### src/rtl/pipe_pkg.sv
// Shared Y86 pipeline constants and hazard-controller state type.
package pipe_pkg;

  // Instruction codes
  localparam logic [3:0] I_HALT   = 4'h0;
  localparam logic [3:0] I_NOP    = 4'h1;
  localparam logic [3:0] I_RRMOVQ = 4'h2;
  localparam logic [3:0] I_IRMOVQ = 4'h3;
  localparam logic [3:0] I_RMMOVQ = 4'h4;
  localparam logic [3:0] I_MRMOVQ = 4'h5;
  localparam logic [3:0] I_OPQ    = 4'h6;
  localparam logic [3:0] I_JXX    = 4'h7;
  localparam logic [3:0] I_CALL   = 4'h8;
  localparam logic [3:0] I_RET    = 4'h9;
  localparam logic [3:0] I_PUSHQ  = 4'hA;
  localparam logic [3:0] I_POPQ   = 4'hB;

  // Status codes
  localparam logic [2:0] S_AOK = 3'd1;
  localparam logic [2:0] S_HLT = 3'd2;
  localparam logic [2:0] S_ADR = 3'd3;
  localparam logic [2:0] S_INS = 3'd4;

  // "No register" identifier
  localparam logic [3:0] RNONE = 4'hF;

  typedef enum logic [1:0] {
    ST_RUN     = 2'd0,
    ST_MEMWAIT = 2'd1,
    ST_DRAIN   = 2'd2,
    ST_HALT    = 2'd3
  } state_e;

  // True for any status that stops the pipeline
  function automatic logic is_exc(input logic [2:0] stat);
    return (stat == S_HLT) || (stat == S_ADR) || (stat == S_INS);
  endfunction

endpackage

### src/rtl/sat_counter.sv
// Saturating event counter with synchronous clear taking priority over increment.
module sat_counter #(
  parameter int WIDTH = 32
) (
  input  logic             clk,
  input  logic             rst_n,
  input  logic             clr,
  input  logic             inc,
  output logic [WIDTH-1:0] q
);

  logic [WIDTH-1:0] r_cnt;

  // Count up on inc, stick at all-ones, clear beats increment
  always_ff @(posedge clk or negedge rst_n) begin
    if (!rst_n) begin
      r_cnt <= '0;
    end else if (clr) begin
      r_cnt <= '0;
    end else if (inc && (r_cnt != '1)) begin
      r_cnt <= r_cnt + WIDTH'(1);
    end
  end

  assign q = r_cnt;

endmodule

### src/rtl/pipe_hazard_ctrl.sv
// Y86 pipeline hazard controller: stall/bubble generation, memory-wait and
// exception-drain state machine, and saturating hazard event counters.
module pipe_hazard_ctrl #(
  parameter int               REG_W        = 4,
  parameter logic [REG_W-1:0] RNONE        = REG_W'(4'hF),
  parameter int               CNT_W        = 32,
  parameter bit               DMEM_WAIT_EN = 1'b1
) (
  input  logic             clk,
  input  logic             rst_n,
  input  logic [3:0]       D_icode,
  input  logic [3:0]       E_icode,
  input  logic [3:0]       M_icode,
  input  logic [REG_W-1:0] d_srcA,
  input  logic [REG_W-1:0] d_srcB,
  input  logic [REG_W-1:0] E_dstM,
  input  logic             e_Cnd,
  input  logic [2:0]       m_stat,
  input  logic [2:0]       W_stat,
  input  logic             dmem_ready,
  input  logic             perf_clr,
  output logic             F_stall,
  output logic             D_stall,
  output logic             E_stall,
  output logic             M_stall,
  output logic             W_stall,
  output logic             D_bubble,
  output logic             E_bubble,
  output logic             M_bubble,
  output logic             W_bubble,
  output logic             set_cc,
  output logic             halted,
  output logic [1:0]       state_o,
  output logic [CNT_W-1:0] cnt_loaduse,
  output logic [CNT_W-1:0] cnt_mispred,
  output logic [CNT_W-1:0] cnt_ret,
  output logic [CNT_W-1:0] cnt_memwait
);

  import pipe_pkg::*;

  state_e r_state;
  state_e w_state_nxt;

  logic w_lu, w_mp, w_rt, w_memop, w_mw, w_exc, w_wexc;
  logic w_run_cnt, w_inc_lu, w_inc_mp, w_inc_ret, w_inc_mw;

  // RNONE never matches, so an instruction without a memory destination
  // cannot create a load/use hazard.
  assign w_lu    = ((E_icode == I_MRMOVQ) || (E_icode == I_POPQ)) && (E_dstM != RNONE) &&
                   ((E_dstM == d_srcA) || (E_dstM == d_srcB));
  assign w_mp    = (E_icode == I_JXX) && !e_Cnd;
  assign w_rt    = (D_icode == I_RET) || (E_icode == I_RET) || (M_icode == I_RET);
  assign w_memop = (M_icode == I_RMMOVQ) || (M_icode == I_MRMOVQ) || (M_icode == I_CALL) ||
                   (M_icode == I_RET)    || (M_icode == I_PUSHQ)  || (M_icode == I_POPQ);
  assign w_mw    = DMEM_WAIT_EN && w_memop && !dmem_ready;
  assign w_exc   = is_exc(m_stat);
  assign w_wexc  = is_exc(W_stat);

  // State register
  always_ff @(posedge clk or negedge rst_n) begin
    if (!rst_n) r_state <= ST_RUN;
    else        r_state <= w_state_nxt;
  end

  // Next-state selection; a writeback exception wins from every live state
  always_comb begin
    w_state_nxt = r_state;
    case (r_state)
      ST_RUN: begin
        if (w_wexc)     w_state_nxt = ST_HALT;
        else if (w_exc) w_state_nxt = ST_DRAIN;
        else if (w_mw)  w_state_nxt = ST_MEMWAIT;
      end
      ST_MEMWAIT: begin
        if (w_wexc)          w_state_nxt = ST_HALT;
        else if (dmem_ready) w_state_nxt = ST_RUN;
      end
      ST_DRAIN: begin
        if (w_wexc) w_state_nxt = ST_HALT;
      end
      default: w_state_nxt = ST_HALT;
    endcase
  end

  // Pipeline controls; a memory wait freezes F..M and drops the D/E bubbles
  // because those registers are already being held.
  always_comb begin
    F_stall  = 1'b0;
    D_stall  = 1'b0;
    E_stall  = 1'b0;
    M_stall  = 1'b0;
    W_stall  = 1'b0;
    D_bubble = 1'b0;
    E_bubble = 1'b0;
    M_bubble = 1'b0;
    W_bubble = 1'b0;
    halted   = 1'b0;
    case (r_state)
      ST_HALT: begin
        F_stall = 1'b1;
        D_stall = 1'b1;
        E_stall = 1'b1;
        M_stall = 1'b1;
        W_stall = 1'b1;
        halted  = 1'b1;
      end
      ST_DRAIN: begin
        F_stall  = 1'b1;
        M_bubble = 1'b1;
        W_stall  = w_wexc;
      end
      default: begin
        if ((r_state == ST_MEMWAIT) && !dmem_ready) begin
          F_stall  = 1'b1;
          D_stall  = 1'b1;
          E_stall  = 1'b1;
          M_stall  = 1'b1;
          W_bubble = 1'b1;
        end else begin
          F_stall  = w_lu | w_rt | w_mw;
          D_stall  = w_lu | w_mw;
          E_stall  = w_mw;
          M_stall  = w_mw;
          D_bubble = !w_mw && (w_mp || (w_rt && !w_lu));
          E_bubble = !w_mw && (w_mp || w_lu);
          M_bubble = w_exc | w_wexc;
          W_stall  = w_wexc;
          W_bubble = w_mw;
        end
      end
    endcase
    set_cc = (E_icode == I_OPQ) && !w_exc && !w_wexc && !w_mw &&
             ((r_state == ST_RUN) || (r_state == ST_MEMWAIT));
    if (!rst_n) begin
      F_stall  = 1'b0;
      D_stall  = 1'b0;
      E_stall  = 1'b0;
      M_stall  = 1'b0;
      W_stall  = 1'b0;
      D_bubble = 1'b0;
      E_bubble = 1'b0;
      M_bubble = 1'b0;
      W_bubble = 1'b0;
      set_cc   = 1'b0;
      halted   = 1'b0;
    end
  end

  assign state_o = r_state;

  // Hazard events are only counted while the pipeline is actually advancing
  assign w_run_cnt = (r_state == ST_RUN) && !w_mw;
  assign w_inc_lu  = w_run_cnt && w_lu;
  assign w_inc_mp  = w_run_cnt && w_mp;
  assign w_inc_ret = w_run_cnt && w_rt && (!w_lu || w_mp);
  assign w_inc_mw  = ((r_state == ST_RUN) && w_mw) || ((r_state == ST_MEMWAIT) && !dmem_ready);

  sat_counter #(.WIDTH(CNT_W)) u_cnt_loaduse (
    .clk(clk), .rst_n(rst_n), .clr(perf_clr), .inc(w_inc_lu), .q(cnt_loaduse));
  sat_counter #(.WIDTH(CNT_W)) u_cnt_mispred (
    .clk(clk), .rst_n(rst_n), .clr(perf_clr), .inc(w_inc_mp), .q(cnt_mispred));
  sat_counter #(.WIDTH(CNT_W)) u_cnt_ret (
    .clk(clk), .rst_n(rst_n), .clr(perf_clr), .inc(w_inc_ret), .q(cnt_ret));
  sat_counter #(.WIDTH(CNT_W)) u_cnt_memwait (
    .clk(clk), .rst_n(rst_n), .clr(perf_clr), .inc(w_inc_mw), .q(cnt_memwait));

endmodule

### config.mk
export PLATFORM = sky130hd
export DESIGN_NAME = pipe_hazard_ctrl
export DESIGN_NICKNAME = d
export VERILOG_FILES = /design/src/rtl/pipe_pkg.sv /design/src/rtl/sat_counter.sv /design/src/rtl/pipe_hazard_ctrl.sv
export SDC_FILE = /design/constraint.sdc
export NUM_CORES = 1
export LEC_CHECK = 0
export CELL_PAD_IN_SITES_DETAIL_PLACEMENT = 0
export CELL_PAD_IN_SITES_GLOBAL_PLACEMENT = 1
export CORE_MARGIN = 2
export CORE_UTILIZATION = 23
export CTS_BUF_LIST = sky130_fd_sc_hd__clkbuf_2 sky130_fd_sc_hd__clkbuf_4 sky130_fd_sc_hd__clkbuf_8
export DETAILED_ROUTE_END_ITERATION = 8
export PLACE_DENSITY_LB_ADDON = 0.1
export SKIP_CTS_REPAIR_TIMING = 1
export SLEW_MARGIN = 25
export SYNTH_ARGS = -nofsm -noshare
export SYNTH_HDL_FRONTEND = slang
export SYNTH_SLANG_ARGS = --single-unit
### constraint.sdc
create_clock -name clk -period 2.9 [get_ports clk]
set_clock_uncertainty 0.1 [all_clocks]
set_input_delay 0.58 -clock clk [delete_from_list [all_inputs] [get_ports clk]]
set_output_delay 0.58 -clock clk [all_outputs]
set_load 0.005 [all_outputs]
==> key figures <==
Finish
  • Register area: 3260 um^2
  • Multi-input gate area: around 4100 um^2
  • Layout cells sized above 1: 0.142
  • Core Util, Final: 0.333
  • Design Area, Final: 10800 um^2
  • Area Growth Syn to Fin: 43.1%
  • Filler Cell Count: ~3500
  • Nets: 1121
  • Total inserted antenna cells: 0

Drt
  • DR vias: 7170
  • Length of the first detailed-routing pass in iterations: 4
  • Drt via density: around 4.7
  • Drt drc: 0
  • Wirelength per Cell: around 16 um
  • DRT Wirelength: 25.0 mm
  • ANT nets after route: 0
  • DRC marker count from the first detailed-route iteration: 317

Floorplan
  • Row cnt: 66
  • Core Box Area: between 30000 and 40000 um^2
  • IO Pins: around 180
  • Die Y-Extent: about 190 um
  • Starting Density: 0.233
  • Die Width: roughly 190 um
  • Full die area: 34300 um^2

Power
  • P_int: roughly 2900 uW
  • Overall power: 3760 uW
  • Leakage: 0.00433 uW
  • Gate power share: 0.055
  • Net Sw Frac: 0.236
  • Peak supply drop: ~0.00026 V
  • Clock power share: 0.463
  • Net Switching: 888 uW
  • P per Cell Area: around 350 nW/um^2
  • Reg power frac: 0.482

Synthesis
  • Sequential cell area fraction in the yosys report: 0.430
  • Most common cell in the netlist: dfrtp_1
  • EDFF count, synth: 0
  • Top post-synthesis cells by area: dfrtp_1 (43%), nor2_1 (5.1%), xor2_1 (4.5%)
  • Mapped Cells: between 800 and 900
  • Seq cells post-synth: 130
  • Ys Warns: 0
  • Synthesized area per cell: ~8.9 um^2
  • Cell taking the most area after synthesis: dfrtp_1
  • Netlist cell types: 59
  • Post-synth top cells: dfrtp_1 (130), nor2_1 (102), nand3_1 (54)
  • Syn Nets: 888
  • Ys flop type: dfrtp_1
  • Syn Std Cell Area: between 7000 and 8000 um^2
  • Async SR Flop Fraction: 1.00
  • Top-area cell type share of the netlist area: 0.430

Place
  • Gpl congestion: between 0.7 and 0.8
  • Dpl ws: -0.529 ns
  • Dpl cell area: a little over 10000 um^2
  • IO buf count: roughly 180
  • Post-DP HPWL: around 18 mm

Timing
  • Worst-Margin Slew: 0.881 ns
  • Setup_tns: 0 ns
  • Final slew viol count: 0
  • Fin worst setup slack: between 0.1 and 0.15 ns
  • Final hold vios: 0
  • Max Freq: about 360 MHz
  • Max-Slew Margin vs Limit: 0.413
  • Setup violators final: 0
  • Final Critical Period: roughly 2.8 ns
  • Period utilization: 0.963

Critical path
  • Crit end category: output pin
  • Critical Path AT: 2.11 ns
  • Crit path kind: input pin to output pin
  • CP max FO: 3
  • Data required, critical path: 2.22 ns
  • Startpoint types: input pin

CTS
  • Clock tree buffer depth: 2
  • Root buffer cell: clkbuf_8
  • CTS buffer count: 17
  • Sink Count: 130
  • Clk_lat worst skew: between 0.4 and 0.5 ns
  • TritonCTS clock tree: built
  • H-tree depth: 4
  • CTS clock-pin slew for the worst setup and hold paths: 0.08 ns

Hold path
  • Worst hold path type: input pin to async pin

GRT
  • Gr usage total: 0.150
  • Gr ovfl total: 0
  • Global-route wire length before repair: about 40 mm
  • Vias in the first global route: approximately 7400
  • Largest net degree at the start of global routing: 73
  • Initial antenna violation count: 1

Outcome
  • Status: finished clean

Job
  • Max-Cap Viols: 0
cell type report:
type,instances,area share
multi-input combinational,664,0.379
sequential,130,0.301
timing repair buffer,256,0.225
tap,442,0.0511
clock buffer,26,0.0296
clock inverter,5,0.00925
inverter,13,0.00451
power groups by stage:
stage          logic [uW]  clock network, uW  registers, uW
2_1_floorplan        57.8                  0           1850
3_3_place_gp          209                  0           1850
3_5_place_dp          207                  0           1850
4_1_cts               208               1830           1810
5_1_grt               235               1890           1810
6_report              208               1740           1810
state kept, by name (all words and copies together), names as in the netlist:
name	count
u_cnt_loaduse.q	32
u_cnt_memwait.q	32
u_cnt_mispred.q	32
u_cnt_ret.q	32
state_o	2
through the flow:
step | hold slack (ns) | cells
after floorplan | 0.184 | 849
after global placement | 0.352 | 1502
after detailed placement | 0.350 | 1502
after CTS | -0.202 | 1533
after global routing | 0.0437 | 1536
final | 0.0442 | 1536
path summary, 6_finish.rpt:
path / startpoint / to / slack, ns / cells past startpoint
min in group clk: u_cnt_ret.q[10] / u_cnt_ret.q[10] / 0.47 / 2
max: d_srcB[2] / D_stall / 0.11 / 8
min: rst_n / u_cnt_mispred.q[0] / 0.04 / 2
min reg2reg: u_cnt_ret.q[10] / u_cnt_ret.q[10] / 0.47 / 2
max reg2reg: u_cnt_loaduse.q[1] / u_cnt_loaduse.q[10] / 0.36 / 9
max in group asynchronous: rst_n / u_cnt_memwait.q[18] / 1.30 / 3
logic make-up after synthesis:
| family | synth area share |
|---|---|
| simple gates | 0.327 |
| flops | 0.430 |
| compound gates | 0.0980 |
| xor+xnor | 0.0834 |
| buf+inv | 0.0354 |
| mux | 0.0190 |
| fa+ha+maj | 0.00662 |
worst max-delay path: stages:
cell             delay (ns)
clkdlybuf4s50_1        0.42
xor2_1                 0.16
nor4_2                 0.36
o21ai_2                0.13
nand2_2                0.10
nand2b_1               0.05
a21boi_0               0.16
dlymetal6s2s_1         0.15
cells in the final DEF, fill, tap and decap left out, drive strengths merged, types with 11 or more instances in the layout:
| master | n |
|---|---|
| o31ai | 13 |
| nor3 | 28 |
| nor2b | 16 |
| xnor2 | 33 |
| nor4 | 13 |
| dlymetal6s2s | 13 |
| inv | 13 |
| a21oi | 49 |
| dfrtp | 130 |
| or3 | 37 |
| nand2 | 53 |
| mux2 | 11 |
| nand4 | 41 |
| nand3 | 55 |
| or4 | 19 |
| clkdlybuf4s50 | 159 |
| xor2 | 39 |
| nor2 | 104 |
| buf | 82 |
| o21ai | 44 |
| clkbuf | 27 |
| and3 | 30 |
per-layer routing:
layer	vias up	routed length [um]	global-route usage
met1	3458	11900	0.197
met4	0	236	0.0381
met2	152	11300	0.235
met5	-	0	0
li1	3544	-	-
met3	16	1610	0.0521
No activity file was read; power rests on OpenSTA's default activity.
